`config.mk`:
```
export PLATFORM = sky130hd
export DESIGN_NAME = qed_inst_sequencer
export DESIGN_NICKNAME = d
export VERILOG_FILES = /design/src/rtl/qed_pkg.sv /design/src/rtl/qed_inst_decode.sv /design/src/rtl/qed_inst_sequencer.sv
export SDC_FILE = /design/constraint.sdc
export NUM_CORES = 1
export LEC_CHECK = 0
export CORE_MARGIN = 3
export CORE_UTILIZATION = 35
export CTS_CLUSTER_SIZE = 30
export DETAILED_ROUTE_END_ITERATION = 10
export PLACE_DENSITY = 0.79
export SYNTH_ARGS = -nofsm -noshare
export SYNTH_HDL_FRONTEND = slang
export SYNTH_SLANG_ARGS = --single-unit
export TNS_END_PERCENT = 30
```
`constraint.sdc`:
```
create_clock -name clk -period 3.8 [get_ports clk]
set_input_delay 0.76 -clock clk [delete_from_list [all_inputs] [get_ports clk]]
set_output_delay 0.76 -clock clk [all_outputs]
set_load 0.02 [all_outputs]
```
`src/rtl/qed_pkg.sv`:
```
// qed_pkg: shared definitions for the SQED instruction-stream constraint.
// Holds RV32I opcode/funct constants, the instruction class codes and the
// sequencer state encoding used by qed_inst_decode and qed_inst_sequencer.
package qed_pkg;

  localparam logic [6:0] OP_LUI    = 7'b0110111;
  localparam logic [6:0] OP_AUIPC  = 7'b0010111;
  localparam logic [6:0] OP_JAL    = 7'b1101111;
  localparam logic [6:0] OP_JALR   = 7'b1100111;
  localparam logic [6:0] OP_BRANCH = 7'b1100011;
  localparam logic [6:0] OP_LOAD   = 7'b0000011;
  localparam logic [6:0] OP_STORE  = 7'b0100011;
  localparam logic [6:0] OP_IMM    = 7'b0010011;
  localparam logic [6:0] OP_REG    = 7'b0110011;
  localparam logic [6:0] OP_FENCE  = 7'b0001111;
  localparam logic [6:0] OP_SYSTEM = 7'b1110011;
  // Sequencer-private padding opcode; all other bits are don't-care.
  localparam logic [6:0] OP_NOP    = 7'b1111111;

  localparam logic [6:0] F7_ZERO   = 7'b0000000;
  localparam logic [6:0] F7_ALT    = 7'b0100000;

  typedef enum logic [3:0] {
    CLS_NONE   = 4'd0,
    CLS_R      = 4'd1,
    CLS_I      = 4'd2,
    CLS_LOAD   = 4'd3,
    CLS_STORE  = 4'd4,
    CLS_BRANCH = 4'd5,
    CLS_JAL    = 4'd6,
    CLS_JALR   = 4'd7,
    CLS_LUI    = 4'd8,
    CLS_AUIPC  = 4'd9,
    CLS_FENCE  = 4'd10,
    CLS_SYSTEM = 4'd11,
    CLS_NOP    = 4'd12
  } inst_class_t;

  typedef enum logic [1:0] {
    ST_RUN   = 2'd0,
    ST_DRAIN = 2'd1,
    ST_DONE  = 2'd2
  } seq_state_t;

endpackage

```
`src/rtl/qed_inst_decode.sv`:
```
// qed_inst_decode: combinational RV32I subset classifier.
// Ports:
//   instruction  in  32  candidate instruction
//   inst_class   out     class code (qed_pkg::inst_class_t)
//   class_legal  out 1   instruction is within the permitted subset
// Register operands must be below REG_LIMIT; loads/stores are confined to a
// small absolute window off x0 bounded by LD_IMM_MAX / ST_IMM7_MAX.
module qed_inst_decode
  import qed_pkg::*;
#(
  parameter int unsigned REG_LIMIT   = 16,
  parameter int unsigned LD_IMM_MAX  = 64,
  parameter int unsigned ST_IMM7_MAX = 2
) (
  input  logic [31:0] instruction,
  output inst_class_t inst_class,
  output logic        class_legal
);

  logic [6:0]  opcode;
  logic [6:0]  funct7;
  logic [4:0]  rd;
  logic [4:0]  rs1;
  logic [4:0]  rs2;
  logic [2:0]  funct3;
  logic [11:0] imm_i;

  assign opcode = instruction[6:0];
  assign rd     = instruction[11:7];
  assign funct3 = instruction[14:12];
  assign rs1    = instruction[19:15];
  assign rs2    = instruction[24:20];
  assign funct7 = instruction[31:25];
  assign imm_i  = instruction[31:20];

  logic rd_ok, rs1_ok, rs2_ok, rd_zero, rs1_zero, win_ok, ld_imm_ok, st_imm_ok;

  assign rd_ok     = {27'd0, rd}  < REG_LIMIT;
  assign rs1_ok    = {27'd0, rs1} < REG_LIMIT;
  assign rs2_ok    = {27'd0, rs2} < REG_LIMIT;
  assign rd_zero   = (rd == 5'd0);
  assign rs1_zero  = (rs1 == 5'd0);
  assign win_ok    = (instruction[31:30] == 2'b00);
  assign ld_imm_ok = {20'd0, imm_i}  < LD_IMM_MAX;
  assign st_imm_ok = {25'd0, funct7} < ST_IMM7_MAX;

  always_comb begin
    inst_class  = CLS_NONE;
    class_legal = 1'b0;
    case (opcode)
      OP_REG: begin
        inst_class  = CLS_R;
        class_legal = rd_ok && rs1_ok && rs2_ok &&
                      ((funct7 == F7_ZERO) ||
                       ((funct7 == F7_ALT) && ((funct3 == 3'b000) || (funct3 == 3'b101))));
      end
      OP_IMM: begin
        inst_class = CLS_I;
        // Only the shift-immediates constrain the upper bits.
        if (funct3 == 3'b001)
          class_legal = rd_ok && rs1_ok && (funct7 == F7_ZERO);
        else if (funct3 == 3'b101)
          class_legal = rd_ok && rs1_ok && ((funct7 == F7_ZERO) || (funct7 == F7_ALT));
        else
          class_legal = rd_ok && rs1_ok;
      end
      OP_LOAD: begin
        inst_class  = CLS_LOAD;
        class_legal = rd_ok && rs1_zero && win_ok && ld_imm_ok &&
                      (funct3 inside {3'b000, 3'b001, 3'b010, 3'b100, 3'b101});
      end
      OP_STORE: begin
        inst_class  = CLS_STORE;
        class_legal = rs2_ok && rs1_zero && win_ok && st_imm_ok &&
                      (funct3 inside {3'b000, 3'b001, 3'b010});
      end
      OP_BRANCH: begin
        inst_class  = CLS_BRANCH;
        class_legal = rs1_ok && rs2_ok && (funct3 != 3'b010) && (funct3 != 3'b011);
      end
      // PC-dependent results differ between original and duplicate copies,
      // so these classes may only target x0.
      OP_JAL: begin
        inst_class  = CLS_JAL;
        class_legal = rd_zero;
      end
      OP_JALR: begin
        inst_class  = CLS_JALR;
        class_legal = rd_zero && rs1_ok && (funct3 == 3'b000);
      end
      OP_AUIPC: begin
        inst_class  = CLS_AUIPC;
        class_legal = rd_zero;
      end
      OP_LUI: begin
        inst_class  = CLS_LUI;
        class_legal = rd_ok;
      end
      OP_FENCE: begin
        inst_class  = CLS_FENCE;
        class_legal = rd_ok && (funct3 == 3'b000);
      end
      OP_SYSTEM: begin
        inst_class  = CLS_SYSTEM;
        class_legal = (funct3 == 3'b000) && rs1_zero && rd_zero &&
                      ((imm_i == 12'h000) || (imm_i == 12'h001));
      end
      OP_NOP: begin
        inst_class  = CLS_NOP;
        class_legal = 1'b1;
      end
      default: begin
        inst_class  = CLS_NONE;
        class_legal = 1'b0;
      end
    endcase
  end

endmodule

```
`src/rtl/qed_inst_sequencer.sv`:
```
// qed_inst_sequencer: stateful SQED instruction-stream constraint.
// Admits MAX_INSTS real instructions from the permitted RV32I subset, then
// only NOPs for DRAIN_CYCLES unstalled cycles, then stays in DONE.
// Ports:
//   clk, reset_n       clock (rising edge), async active-low reset
//   instruction [31:0] candidate instruction
//   inst_valid, stall  issue happens when inst_valid && !stall
//   inst_allowed       combinational legality in the current state
//   inst_class  [3:0]  combinational class code (qed_pkg)
//   issue_count        registered count of accepted real instructions
//   seq_state   [1:0]  registered RUN/DRAIN/DONE
//   qed_done           registered, high in DONE
//   violation          registered, sticky: a disallowed instruction issued
// Macro QED_ASSUME_EN: when defined, inst_allowed is emitted as a formal
// assumption; otherwise the outputs are purely observational.
module qed_inst_sequencer
  import qed_pkg::*;
#(
  parameter int unsigned REG_LIMIT    = 16,
  parameter int unsigned LD_IMM_MAX   = 64,
  parameter int unsigned ST_IMM7_MAX  = 2,
  parameter int unsigned MAX_INSTS    = 32,
  parameter int unsigned DRAIN_CYCLES = 8,
  parameter int          CNT_W        = $clog2(MAX_INSTS + 1)
) (
  input  logic             clk,
  input  logic             reset_n,
  input  logic [31:0]      instruction,
  input  logic             inst_valid,
  input  logic             stall,
  output logic             inst_allowed,
  output logic [3:0]       inst_class,
  output logic [CNT_W-1:0] issue_count,
  output logic [1:0]       seq_state,
  output logic             qed_done,
  output logic             violation
);

  localparam int               DRN_W    = $clog2(DRAIN_CYCLES + 1);
  localparam logic [CNT_W-1:0] CNT_LAST = CNT_W'(MAX_INSTS);
  localparam logic [DRN_W-1:0] DRN_LAST = DRN_W'(DRAIN_CYCLES);

  inst_class_t      cls;
  logic             class_legal;
  seq_state_t       state;
  logic [DRN_W-1:0] drain_cnt;
  logic             issue;

  qed_inst_decode #(
    .REG_LIMIT   (REG_LIMIT),
    .LD_IMM_MAX  (LD_IMM_MAX),
    .ST_IMM7_MAX (ST_IMM7_MAX)
  ) u_decode (
    .instruction (instruction),
    .inst_class  (cls),
    .class_legal (class_legal)
  );

  always_comb begin
    inst_allowed = 1'b0;
    if (state == ST_RUN) inst_allowed = class_legal;
    else                 inst_allowed = (cls == CLS_NOP);
  end

  assign inst_class = cls;
  assign seq_state  = state;
  assign issue      = inst_valid && !stall;

  always_ff @(posedge clk or negedge reset_n) begin
    if (!reset_n) begin
      state       <= ST_RUN;
      issue_count <= '0;
      drain_cnt   <= '0;
      qed_done    <= 1'b0;
      violation   <= 1'b0;
    end else begin
      if (issue && !inst_allowed) violation <= 1'b1;
      case (state)
        ST_RUN: begin
          if (issue && inst_allowed && (cls != CLS_NOP)) begin
            issue_count <= issue_count + 1'b1;
            if (issue_count == CNT_LAST - 1'b1) state <= ST_DRAIN;
          end
        end
        ST_DRAIN: begin
          // Drain time is counted in unstalled cycles, valid or not.
          if (!stall) begin
            drain_cnt <= drain_cnt + 1'b1;
            if (drain_cnt == DRN_LAST - 1'b1) begin
              state    <= ST_DONE;
              qed_done <= 1'b1;
            end
          end
        end
        ST_DONE: begin
          state <= ST_DONE;
        end
        default: state <= ST_RUN;
      endcase
    end
  end

`ifdef QED_ASSUME_EN
  qed_allowed_a: assume property (@(posedge clk) disable iff (!reset_n) inst_allowed);
`else
  // No assumption: the formal environment or bench consumes inst_allowed.
`endif

endmodule

```
Word-level counts from Yosys, hierarchy flattened:

Cells that the tools add are included.

* register bits: 14
* input bits: 36
* output and inout bits: 15

* $add $sub $neg: 2
* magnitude comparators: 5
* equality and inequality tests: 30
* multiplexer cells: 10
* bitwise gates (word level): 1
* reduce and logical (&&, ||, !) cells: 47

Operator list (number)
* one-hot mux 4 bit (12 select lines): 1
* == test 7 bit (second input constant): 5
* == test 7 x 6 -> 1 bit (second input constant): 4
* logical AND 1 bit: 27
* < comparator 5 bit (second input constant): 3
* == test 7 x 5 -> 1 bit (second input constant): 2
* == test 12 x 1 -> 1 bit (second input constant): 1
* logical NOT 12 bit: 1
* < comparator 12 x 7 -> 1 bit (second input constant): 1
* one-hot mux 1 bit (11 select lines): 1
* logical NOT 5 bit: 2
* 2-to-1 mux 2 bit: 4
* == test 7 x 2 -> 1 bit (second input constant): 1
* == test 7 x 4 -> 1 bit (second input constant): 1
* logical NOT 7 bit: 1
* < comparator 7 x 2 -> 1 bit (second input constant): 1
* adder 6 x 1 -> 6 bit (second input constant): 1
* == test 3 bit (second input constant): 2
* == test 6 x 5 -> 1 bit (second input constant): 1
* != test 3 x 2 -> 1 bit (second input constant): 2
* one-hot mux 2 bit (3 select lines): 1
* nonzero test 5 bit: 1
* adder 4 x 1 -> 4 bit (second input constant): 1
* == test 4 x 3 -> 1 bit (second input constant): 1
* other kinds (19): 29

Depth between registers and ports, before layout:

* word-level depth: 11
* gate-level depth with buffers: 8
* gate-level depth less buffers: 7

Hierarchy:

Synthesis repeated with hierarchy kept, for this count alone.

* cell total of the unflattened synthesis: 132
* area, all modules: 1184.9 um^2

Modules (own cells, without submodules)
* qed_inst_sequencer: instances 1, cells an instance 57, area an instance 704.4 um^2, seq. area each 350.3 um^2
* qed_inst_decode: instances 1, cells an instance 75, area an instance 480.5 um^2, seq. area each 0.0 um^2

Worst setup path after synthesis:

OpenSTA, ideal clock, no wires.

* path kind: input-to-output
* start: input port instruction[8]
* end: output port inst_allowed
* arrival time: 2.230 ns
* data required time: 3.040 ns
* setup slack: 0.810 ns
* stages: 6
* buffers on the path: 0
* path through: or4_4 o31ai_2 a32oi_1 o32ai_4 o21ai_0 o21ai_1

* longest elaborated chain between the ends: 7
* elaborated cells between the ends (all ways): 20
* those cells by class: 1 x order compare; 4 x mux; 15 x reduce/logical

Ends and longest elaborated chain
* start: declaration: line qed_inst_sequencer.sv:28 `input logic [31:0] instruction,`
* < comparator 5 bit: line qed_inst_decode.sv:38 `assign rd_ok = {27'd0, rd} < REG_LIMIT;`
* logical AND 1 bit, on equally long branches
* logical AND 1 bit, on equally long branches: line qed_inst_decode.sv:63, qed_inst_decode.sv:69
* 2-to-1 mux 1 bit or logical AND 1 bit (tied branches): line qed_inst_decode.sv:62, qed_inst_decode.sv:69
* 2-to-1 mux 1 bit or logical AND 1 bit (tied branches): line qed_inst_decode.sv:60, qed_inst_decode.sv:69
* one-hot mux 1 bit (11 select lines) *: line qed_inst_decode.sv:50 `case (opcode)`
* 2-to-1 mux 1 bit *: line qed_inst_sequencer.sv:61 `if (state == ST_RUN) inst_allowed = class_legal;`
* end: declaration: line qed_inst_sequencer.sv:31 `output logic inst_allowed,`

Every way passes the cells marked *; elsewhere a longest branch is shown, timed or not.

Worst setup path in the final report:

* start: input port instruction[4]
* end: output port inst_class[3]

* longest elaborated chain between the ends: 2
* elaborated cells between the ends (all ways): 13
* those cells by class: 12 x eq/ne; 1 x mux

Ends and longest elaborated chain
* == test 7 bit (tied with other cells): line qed_inst_decode.sv:50
* one-hot mux 4 bit (12 select lines) *: line qed_inst_decode.sv:50
* end: declaration: line qed_inst_sequencer.sv:32 `output logic [3:0] inst_class,`

Marks and branches as above.

==> out/results.ini <==
[outcome]
run_status=completed

[synth]
netlist_top_cells_area=sky130_fd_sc_hd__dfrtp_1 28%, sky130_fd_sc_hd__nor2_1 5.1%, sky130_fd_sc_hd__xor2_1 4.2%
synth-warning-count=0
postSynth.topFlopCell=sky130_fd_sc_hd__dfrtp_1
synth.most_common_cell=sky130_fd_sc_hd__nor2_1
yosys-top-cells-count=17 x sky130_fd_sc_hd__nor2_1, 14 x sky130_fd_sc_hd__dfrtp_1, 12 x sky130_fd_sc_hd__inv_1, 11 x sky130_fd_sc_hd__nand2_1, 9 x sky130_fd_sc_hd__a21oi_1
syn-cell-area_sq_um=1260
synth_nets=187
synth_top_cell_by_area=sky130_fd_sc_hd__dfrtp_1
syn-instance-count=147
synth_top_area_share=0.279
post_synth.cell_area_avg_sq_um=8.55
yosys_register_bits=14
post_synth_cell_types=49
ys_async_sr_fraction=1.00
ys_seq_area_frac=0.279
synth_edf_count=0

[clock_tree]
cts_tree=built
cts-root-buf=sky130_fd_sc_hd__clkbuf_4
cts-hold-fix-buffers=0
worst_skew_pair.late_latency_ns=0.28
numCtsBuffers=3
count_of_cells_resized_by_post_cts_repair=2
clk_pin_slew_ns=0.09
postCtsSetupRepairBufs=0
cts_num_sinks=14
ctsHtreeMaxLevel=1
cts-root-to-sink-buffers=2

[critical_path]
worstPathCellList=clkdlybuf4s50_1 -> buf_4 -> or2b_2 -> buf_4 -> o21ai_0 -> a21oi_1 -> nor2_1 -> clkdlybuf4s50_1
slowest_delay_ns=0.61
cp_data_arrival_time_ns=2.79
worst_r2r_endpoint=seq_state[1]$_DFFE_PN0P_
worst-endpoint-required_ns=3.04
path_max_fanout=8
crit_path_end_kind=primary output
rrSetupSlack_ns=1.97
critical_path.slowest_cell=sky130_fd_sc_hd__clkdlybuf4s50_1
critPathKind=in -> out
r2r_start=issue_count[0]$_DFFE_PN0P_
cp-start-kind=input port
crit_family=buffers and inverters
ff2ff_path_depth=7
wp_buf_inv=4

[global_route]
first_global_vias=1292
grt_start_max_net_pins=18
grt_use_total=0.164
overflow=0
grt_antenna_before_repair=0
grt_first_pass_wirelength_um=5640

[hold_path]
hold-path-cell-count=1
holdPathEnd=drain_cnt[3]$_DFFE_PN0P_
hold_path.class=reg -> reg
min_from=drain_cnt[3]$_DFFE_PN0P_

[detailed_routing]
final_antenna_net_count=0
detail_route.iter0.violations=70
finalWirelength_um=3300
average_wire_length_per_cell_after_detail_routing_um=12.6
post-route-drc-count=0
routed_via_density=5.08
route.vias.total=1327
first_pass_drt_iterations=4

[cells_and_area]
antenna_cells=0
regArea_sq_um=350
fill_cells=303
finish.net_count=256
post_route_cells_drive_above_1_share=0.209
area_of_the_multi_input_gates_sq_um=818
layoutNonFillerInstCount=261
area_growth_pct=55.1

[place]
dp_hpwl_um=2660
dp.cells=257
finalWeightedCongestion=0.911
buffer_ports.inserted=49

[die]
fp.dieW_um=65.9
die_h_um=65.9
start_util=0.371
design.die.area_sq_um=4350
rows=21
fp.coreArea_sq_um=3390
boundaryPins=51

[timing]
worst_clock_skew_ns=0.00110
hold-worst-slack_ns=0.483
timing.final.max_slew_violations=0
tightest_slew_ns=0.594
min_period_ns=3.55
rsz0062_at_grt=no
finalHoldViolCount=0
slew_headroom=0.603
min_period_over_period=0.933
setup_viol=0
maxClockFrequency_ghz=0.282

[power]
powerDensity_nw_per_um2=186
p_sw_mw=0.0959
power_frac_clock=0.301
sw_frac=0.265
power.sequential.fraction=0.415
power.share.combinational=0.283
totalPowerFinal_mw=0.362
power.internal_mw=0.266
static-leakage-power_nw=0.837
ir_drop_v=0.000162

[run]
maxCapViolations=0

## through the flow
stage | TNS (ns) | setup slack [ns] | utilization | cell area, sq um
finish | 0 | 0.254 | 0.575 | 1950
CTS | 0 | 0.139 | 0.577 | 1950
floorplan | 0 | 0.810 | - | 1260
global route | 0 | 0.125 | 0.575 | 1950
global placement | -0.152 | -0.152 | 0.564 | 1910
detailed placement | -0.171 | -0.171 | 0.564 | 1910
## registers in the layout, indices dropped and copies added, names as in the netlist
register     flops
issue_count      6
drain_cnt        4
seq_state        2
violation        1
qed_done         1
## worst reg2reg max path, cell delays in order (launching register included)
cell	delay (ns)
sky130_fd_sc_hd__dfrtp_1	0.42
sky130_fd_sc_hd__ha_1	0.19
sky130_fd_sc_hd__inv_1	0.05
sky130_fd_sc_hd__or3_1	0.39
sky130_fd_sc_hd__inv_1	0.07
sky130_fd_sc_hd__o2111ai_1	0.10
sky130_fd_sc_hd__a21o_1	0.21
sky130_fd_sc_hd__mux2_4	0.29
## cells in the final DEF (no fill, tap or decap), drive strengths merged, types with 3 or more instances in the layout
cell type / Yosys / layout
a21oi: 9 / 9
dfrtp: 14 / 14
inv: 12 / 12
nand3: 7 / 7
clkdlybuf4s50: 0 / 48
mux2: 3 / 3
o21ai: 7 / 7
nand2: 11 / 11
xor2: 6 / 6
nor2: 17 / 17
nor4: 3 / 3
nor3: 10 / 10
ha: 4 / 4
clkbuf: 5 / 5
buf: 1 / 21
xnor2: 3 / 3
## logic make-up after synthesis
group,after synthesis,share of synthesized area
xor gates and xnor gates,9,0.0627
muxes,3,0.0298
adders and majority gates,4,0.0398
AOI/OAI and AO/OA,36,0.235
buffers and inverters,18,0.0756
and+or+nand+nor,63,0.279
DFF,14,0.279
## per-layer routing
metal / track usage / vias to the layer above / share of wire
met1: 0.223 / 611 / 0.45
met2: 0.260 / 43 / 0.48
li1: - / 671 / -
met3: 0.0459 / 2 / 0.072
met4: 0.0330 / 0 / 0.0036
met5: 0 / - / 0
## layout make-up
class	count	area share
Inverter	12	0.0231
Tap cell	46	0.0295
Multi-Input combinational cell	115	0.419
Sequential cell	14	0.180
Clock buffer	4	0.0186
Timing Repair Buffer	70	0.330
## power by group through the flow
stage	Combinational [mW]	Sequential, mW	Clock, mW
after global placement	0.100	0.153	0
after detailed placement	0.102	0.153	0
after global routing	0.112	0.151	0.116
final	0.103	0.151	0.109
after CTS	0.102	0.151	0.113
after floorplan	0.0386	0.154	0
## how the worst max path moves through the flow
stage                    start       endpoint  slack, ns  depth (start not counted)
2_1_floorplan   instruction[8]   inst_allowed       0.81                          6
3_3_place_gp   instruction[26]   inst_allowed      -0.15                          8
3_5_place_dp   instruction[26]   inst_allowed      -0.17                          8
4_1_cts        instruction[26]   inst_allowed       0.14                          8
5_1_grt         instruction[8]   inst_allowed       0.13                          8
6_report        instruction[4]  inst_class[3]       0.25                          8
Note: power is estimated with default switching activity, not from simulation.
